===== config.mk =====
export PLATFORM = sky130hd
export DESIGN_NAME = bcd_display_scanner
export DESIGN_NICKNAME = d
export VERILOG_FILES = /design/src/rtl/bcd_display_scanner.sv
export SDC_FILE = /design/constraint.sdc
export NUM_CORES = 1
export LEC_CHECK = 0
export BUFFER_PORTS_ARGS = -buffer_cell sky130_fd_sc_hd__buf_4
export CAP_MARGIN = 40
export CORE_MARGIN = 3
export CORE_UTILIZATION = 35
export CTS_CLUSTER_DIAMETER = 40
export DETAILED_ROUTE_END_ITERATION = 10
export GPL_TIMING_DRIVEN = 0
export PLACE_DENSITY = 0.59
export SETUP_SLACK_MARGIN = 0.3
export SYNTH_ARGS = -nofsm -noshare
export SYNTH_HDL_FRONTEND = slang
export SYNTH_SLANG_ARGS = --single-unit

===== constraint.sdc =====
create_clock -name clk -period 2.4 [get_ports clk]
set_input_delay 0.6 -clock clk [delete_from_list [all_inputs] [get_ports clk]]
set_output_delay 0.6 -clock clk [all_outputs]
set_load 0.05 [all_outputs]

===== src/rtl/bcd_display_scanner.sv =====
// ---------------------------------------------------------------------------
// bcd_display_scanner
//
// Time-multiplexes a multi-digit BCD value onto one shared 4-bit digit bus
// with one-hot digit enables. This block sits in front of the 7-segment
// decoder. New values arrive through a valid/ready handshake into a one-entry
// pending buffer. They move into the shown register only at a frame boundary,
// so one scan never mixes two values. Invalid digits (>9) and, optionally,
// leading zeros are emitted as 4'hF. The decoder renders 4'hF as blank.
//
// Parameters
//   NUM_DIGITS    number of multiplexed digits (1..8)
//   REFRESH_DIV   clock cycles each digit stays enabled (>= 1)
//   BLANK_LEADING 1 = blank leading zeros, 0 = show every digit
//
// Ports
//   clk         system clock, rising edge
//   reset       asynchronous, active-high reset
//   in_valid    in_bcd carries a new value
//   in_ready    pending buffer empty; transfer on in_valid && in_ready
//   in_bcd      BCD digits, digit i = in_bcd[4i+3:4i], digit 0 = LSD
//   digit_data  nibble for the enabled digit, 4'hF = blank
//   digit_sel   one-hot, active-high enable of the current digit
//   frame_done  one-cycle pulse on the last cycle of each full scan
// ---------------------------------------------------------------------------
module bcd_display_scanner #(
   parameter int NUM_DIGITS    = 4,
   parameter int REFRESH_DIV   = 1000,
   parameter int BLANK_LEADING = 1
) (
   input  logic                    clk,
   input  logic                    reset,
   input  logic                    in_valid,
   output logic                    in_ready,
   input  logic [4*NUM_DIGITS-1:0] in_bcd,
   output logic [3:0]              digit_data,
   output logic [NUM_DIGITS-1:0]   digit_sel,
   output logic                    frame_done
);

   // Widths are kept at least 1 so that the degenerate settings
   // REFRESH_DIV=1 and NUM_DIGITS=1 still produce legal vectors.
   localparam int PW = (REFRESH_DIV > 1) ? $clog2(REFRESH_DIV) : 1;
   localparam int IW = (NUM_DIGITS > 1) ? $clog2(NUM_DIGITS) : 1;

   localparam logic [PW-1:0] PRE_LAST = PW'(REFRESH_DIV - 1);
   localparam logic [IW-1:0] IDX_LAST = IW'(NUM_DIGITS - 1);

   logic [PW-1:0]           prescaler;
   logic [IW-1:0]           index;
   logic [4*NUM_DIGITS-1:0] shown;
   logic [4*NUM_DIGITS-1:0] pending;
   logic                    pending_full;

   logic                    pre_wrap;
   logic                    idx_last;
   logic                    accept;

   logic [NUM_DIGITS-1:0]   digit_zero;
   logic [NUM_DIGITS-1:0]   upper_zero;
   logic [3:0]              cur_digit;
   logic                    cur_leading;

   assign pre_wrap   = (prescaler == PRE_LAST);
   assign idx_last   = (index == IDX_LAST);
   assign frame_done = pre_wrap && idx_last;
   assign in_ready   = !pending_full;
   assign accept     = in_valid && in_ready;

   // ------------------------------------------------------------------
   // Scan timing
   // ------------------------------------------------------------------
   always_ff @(posedge clk or posedge reset) begin
      if (reset) begin
         prescaler <= '0;
         index     <= '0;
      end else begin
         if (pre_wrap) begin
            prescaler <= '0;
            if (idx_last) begin
               index <= '0;
            end else begin
               index <= index + 1'b1;
            end
         end else begin
            prescaler <= prescaler + 1'b1;
         end
      end
   end

   // ------------------------------------------------------------------
   // Pending buffer and frame-boundary swap.
   // The swap and an accept are mutually exclusive. A swap needs
   // pending_full=1, and an accept needs in_ready=1, which means
   // pending_full=0. A value accepted on a boundary edge therefore
   // lands in pending and waits for the following boundary.
   // ------------------------------------------------------------------
   always_ff @(posedge clk or posedge reset) begin
      if (reset) begin
         shown        <= '0;
         pending      <= '0;
         pending_full <= 1'b0;
      end else begin
         if (frame_done && pending_full) begin
            shown        <= pending;
            pending_full <= 1'b0;
         end else if (accept) begin
            pending      <= in_bcd;
            pending_full <= 1'b1;
         end
      end
   end

   // ------------------------------------------------------------------
   // Leading-zero detection.
   // upper_zero[i] is set when digits i..NUM_DIGITS-1 are all exactly
   // zero. An invalid nibble (>9) is nonzero, so it stops the blanking
   // run.
   // ------------------------------------------------------------------
   always_comb begin
      for (int i = 0; i < NUM_DIGITS; i++) begin
         digit_zero[i] = (shown[4*i +: 4] == 4'd0);
      end
   end

   always_comb begin
      logic run;
      run        = 1'b1;
      upper_zero = '0;
      for (int i = NUM_DIGITS - 1; i >= 0; i--) begin
         run           = run & digit_zero[i];
         upper_zero[i] = run;
      end
   end

   // ------------------------------------------------------------------
   // Digit mux. Digit 0 is never treated as leading, so a value of all
   // zeros still shows a single 0.
   // ------------------------------------------------------------------
   always_comb begin
      cur_digit   = 4'd0;
      cur_leading = 1'b0;
      digit_sel   = '0;
      for (int i = 0; i < NUM_DIGITS; i++) begin
         if (index == IW'(i)) begin
            digit_sel[i] = 1'b1;
            cur_digit    = shown[4*i +: 4];
            cur_leading  = (i != 0) && upper_zero[i];
         end
      end
   end

   always_comb begin
      if (cur_digit > 4'd9) begin
         digit_data = 4'hF;
      end else if ((BLANK_LEADING != 0) && cur_leading) begin
         digit_data = 4'hF;
      end else begin
         digit_data = cur_digit;
      end
   end

endmodule


Word level (Yosys, flattened, before mapping)
Cells that the tools add are included.
W data, S select, Z words.
{"block": "classes", "addsub": 2, "magnitude_cmp": 1, "eq_ne": 4, "muxes": 17, "bitwise_logic": 3, "reduce_logical": 10}
{"op": "$mux W4", "count": 6}
{"op": "$logic_not A4 Y1", "count": 3}
{"op": "$add A10 B1 Y10 const B", "count": 1}
{"op": "$eq A10 B10 Y1 const B", "count": 1}
{"op": "$mux W10", "count": 1}
{"op": "$mux W1", "count": 9}
{"op": "$eq A2 B2 Y1 const B", "count": 2}
{"op": "$gt A4 B4 Y1 const B", "count": 1}
{"op": "$logic_and A1 B1 Y1", "count": 3}
{"op": "$add A2 B1 Y2 const B", "count": 1}
{"op": "$and A1 B1 Y1", "count": 2}
{"op": "$eq A2 B1 Y1 const B", "count": 1}
{"op": "$logic_not A2 Y1", "count": 1}
{"op": "$mux W2", "count": 1}
{"op": "$reduce_and A2 Y1", "count": 1}
{"op": "$reduce_bool A2 Y1", "count": 1}
{"op": "$logic_not A1 Y1", "count": 1}
{"op": "$not A1 Y1", "count": 1}
{"block": "word_totals", "register_bits": 45, "out_inout_bits": 10, "word_cells": 42}

Longest topological paths before layout
{"block": "logic_depth", "ltp_word": 8, "ltp_mapped": 7}

Least setup slack after synthesis
No wires, ideal clock.
{"block": "synth_path", "kind": "reg2out", "from": "register index[1]", "to": "output port digit_data[0]", "arrival_ns": 2.586, "required_ns": 1.800, "setup_slack_ns": -0.786, "path_stages_with_launch": 8, "path_buffers": 1, "cell_sequence": "dfrtp_1 inv_1 ha_1 clkbuf_1 a211oi_1 a221o_1 and2_1 o211ai_1"}
{"block": "synth_via", "elab_chain_cells": 7, "elab_cells_between_ends": 14, "cone_classes": "order compare: 1; eq/ne: 3; mux: 9; reduce/logical: 1"}
{"element": "from (decl)", "line": "50", "source": "logic [IW-1:0] index;"}
{"element": "from (signal assigned)", "line": "83", "source": "index <= index + 1'b1;"}
{"element": "$logic_not A2 Y1", "line": "145", "source": "if (index == IW'(i)) begin"}
{"element": "$mux W4 (4 in series)", "line": "145"}
{"element": "$gt A4 B4 Y1 / $mux W4 (equally long branches)", "line": "154, 156"}
{"element": "$mux W4 *", "line": "154", "source": "if (cur_digit > 4'd9) begin"}
{"element": "to (decl)", "line": "36", "source": "output logic [3:0] digit_data,"}
Mark *: on every way between the ends. The rest lies on a longest branch, timed or not.

Worst setup path in the final report
{"block": "layout_path", "from": "register index[0]", "to": "output port digit_data[0]"}
The elaborated chain is that of the path after synthesis.

==> results.md <==
- Setup CP Type: flop to output port
- Fillers: between 500 and 600
- Clock sink count: 45
- Number of global-route vias before repair: 1439
- Cts hold-fix bufs: 0
- Die footprint: roughly 0.007 mm^2
- Core area: roughly 0.0057 mm^2
- Initial DRC count: 86
- Peak VDD IR: 0.2812 mV
- Pint: ~1.2 mW
- Synth Flop Type: dfrtp_1
- Initial Utilization: 37.26%
- Clock share of power: a little over two fifths
- Post-synth top area share: about 53%
- Final setup margin: -0.3076 ns
- Port bufs: 28
- Layout overhead on the synthesized area: 33.96%
- Static Leak: 1.301 nW
- Combinational share of power: 4.5%
- Top cells by area, synth: dfrtp_1 53%, mux2_2 12%, mux2_4 6.4%
- Final Skew: around 0.007 ns
- Max H-tree Level: 2
- Status: finished, violations left
- Final Max Slew Viols: 0
- Antenna violations before repair: 0
- Worst Hold Class: input pin to asynchronous set/reset pin
- Longest Clk Path Bufs: 2
- Chip Height: about 84 um
- Wire per inst: around 14 um
- First-pass GRT wire length: around 6900 um
- CTS buffer count: 5
- Sw frac: a little under a fifth
- Gpl congestion: between 0.7 and 0.8
- Die Width: 83.73 um
- Required time of the worst setup path: between 1.5 and 2 ns
- Synth warnings: 0
- Clock slew at reported path FFs: about 0.08 ns
- Mapped Cells: 170
- Cells after DPL: about 270
- DRC: 0
- Worst EP arrival: approximately 2.1 ns
- TritonRoute pass-1 iters: 4
- Largest net degree at the start of global routing: 31
- Setup crit start kind: flop
- IO Pins: 29
- Setup-failing EPs final: 4
- Seq pwr share: ~52%
- Hold Vio Cnt, Final: 0
- Post-route minimum period: roughly 2.7 ns
- Post-synth EDFFs: 0
- Clk_lat worst skew: about 0.29 ns
- Pre-CTS setup slack: -0.2414 ns
- Share of layout cells above drive strength 1: about half
- Avg Cell Area, Syn: between 10 and 15 um^2
- Site row count: 27
- Final Non-Filler Cells: around 300
- Failing checks: setup timing
- Total Routing Usage GR: between 10 and 15%
- Async set-reset flop share out of synthesis: between 90% and 100%
- Mapped Area: 0.002115 mm^2
- CP Capture Type: output port
- Final WL: just over 4000 um
- PwrDens: about 540 mW/mm^2
- Leading area contributor after synthesis: dfrtp_1
- Fmax: between 300 and 400 MHz
- Antenna cells: 0
- Vias: roughly 1.4k
- Worst-margin pin slew: about 0.42 ns
- DRT antenna net count: 0
- Overall Power: 1.540 mW
- Post-DR vias/cell: 4.851
- Global route overflow: 0
- Nets: approximately 250
- CTS tree: built
- CTS root buffer: clkbuf_8
- Slew margin rel.: 72.06%
- Sequential area share after synthesis: about 53%
- Tcrit/Tclk final: 112.8%
- Seq cells post-synth: 45
- Max-cap violations: 0
- RSZ-0062 raised after global routing: true
- Post-Syn Nets: just under 200
- Sw power: just under 300 uW
- Dpl hpwl: 2873 um
- Cell variety after synth: 36
- Crit-path max FO: 7
## power groups by stage
stage | Combinational, mW | Clock [mW] | Sequential, mW
2_1_floorplan | 0.0392 | 0 | 0.814
3_3_place_gp | 0.0657 | 0 | 0.820
3_5_place_dp | 0.0720 | 0 | 0.820
4_1_cts | 0.0721 | 0.690 | 0.805
5_1_grt | 0.0790 | 0.721 | 0.809
6_report | 0.0694 | 0.667 | 0.804
## state kept, by name (all words and copies together) (netlist names)
signal / cells
pending_full: 1
index: 2
prescaler: 10
shown: 16
pending: 16
## metrics by stage
step	TNS (ns)	area [um^2]	hold WS, ns	util [%]
2_1_floorplan	-1.173	2178	0.4549	-
3_3_place_gp	-0.6722	2479	0.4764	43.67
3_5_place_dp	-0.7556	2499	0.4836	44.03
4_1_cts	-1.090	2771	0.2736	48.83
5_1_grt	-1.296	2833	0.2775	49.91
6_report	-0.8780	2833	0.2720	49.91
## cell families (layout without fill, tap and decap cells)
family | after synthesis | in the layout | share of synthesized area (%)
AOI/OAI and AO/OA | 23 | 23 | 7.219
adders and majority gates | 5 | 5 | 2.959
DFF | 45 | 45 | 53.25
xor gates and xnor gates | 6 | 6 | 2.485
buffers and inverters | 17 | 71 | 4.437
and+or+nand+nor | 42 | 42 | 11.01
muxes | 32 | 32 | 18.64
## worst paths after layout
kind	cells after the start	slack, ns	start	end
max	7	-0.31	index[0]$_DFFE_PP0N_	digit_data[0]
min	2	0.27	reset	pending[0]$_DFFE_PP0P_
max reg2reg	8	0.47	prescaler[0]$_DFF_PP0_	shown[5]$_DFFE_PP0P_
min reg2reg	1	0.51	pending[2]$_DFFE_PP0P_	shown[2]$_DFFE_PP0P_
max in group asynchronous	3	1.64	reset	index[1]$_DFFE_PP0N_
min in group clk	1	0.51	pending[2]$_DFFE_PP0P_	shown[2]$_DFFE_PP0P_
## synthesized netlist by cell type (3+ instances only)
cell and instances:
a21oi_1 6, and3_1 3, clkbuf_1 4, dfrtp_1 45, ha_1 5, inv_1 8, mux2_2 23, mux2_4 9
nand2_1 8, nand3_1 3, nor2_1 9, nor3_1 3, nor4_1 3, o211ai_1 4, o21ai_0 5, xnor2_1 4
## metal layers
layer	track usage (%)	vias up	share of wire, %
met5	0	-	0
met4	3.655	0	0.98
met2	19.74	25	50
li1	-	711	-
met3	3.653	4	3.9
met1	16.06	696	45
## cell usage in the layout, fill, tap and decap left out, types with 3 or more instances in the layout
cell	instances
buf_4	44
dfrtp_1	43
mux2_2	23
mux2_4	9
nor2_1	9
nand2_1	7
inv_1	5
a21oi_1	5
ha_4	5
clkbuf_8	5
buf_8	4
o211ai_1	4
o21ai_0	4
xnor2_1	4
and3_1	3
nor4_1	3
nand3_1	3
nor3_1	3
## timing repair
action | in CTS | in global routing
buffers inserted | 12 | 5
resized for setup | 13 | 10
cloned | 0 | 0
endpoints found under the setup margin | 11 | 5
pin swaps | 8 | 10
## final cells by class
class | count | area (um^2) | share of cell area [%]
sequential | 45 | 1129 | 39.84
multi-input combinational | 108 | 979.7 | 34.58
timing repair buffer | 46 | 372.9 | 13.16
buffer | 9 | 92.59 | 3.269
tap | 72 | 90.09 | 3.180
clock buffer | 5 | 68.82 | 2.429
clock inverter | 3 | 65.06 | 2.297
inverter | 8 | 35.03 | 1.237
## critical path, stage by stage (launching register included)
cell      delay (ns)
dfrtp_2         0.48
ha_4            0.19
buf_8           0.12
nand3b_1        0.16
a221o_1         0.33
and2_1          0.14
o211ai_1        0.17
buf_4           0.22
Power figures use the tool's default switching activity.
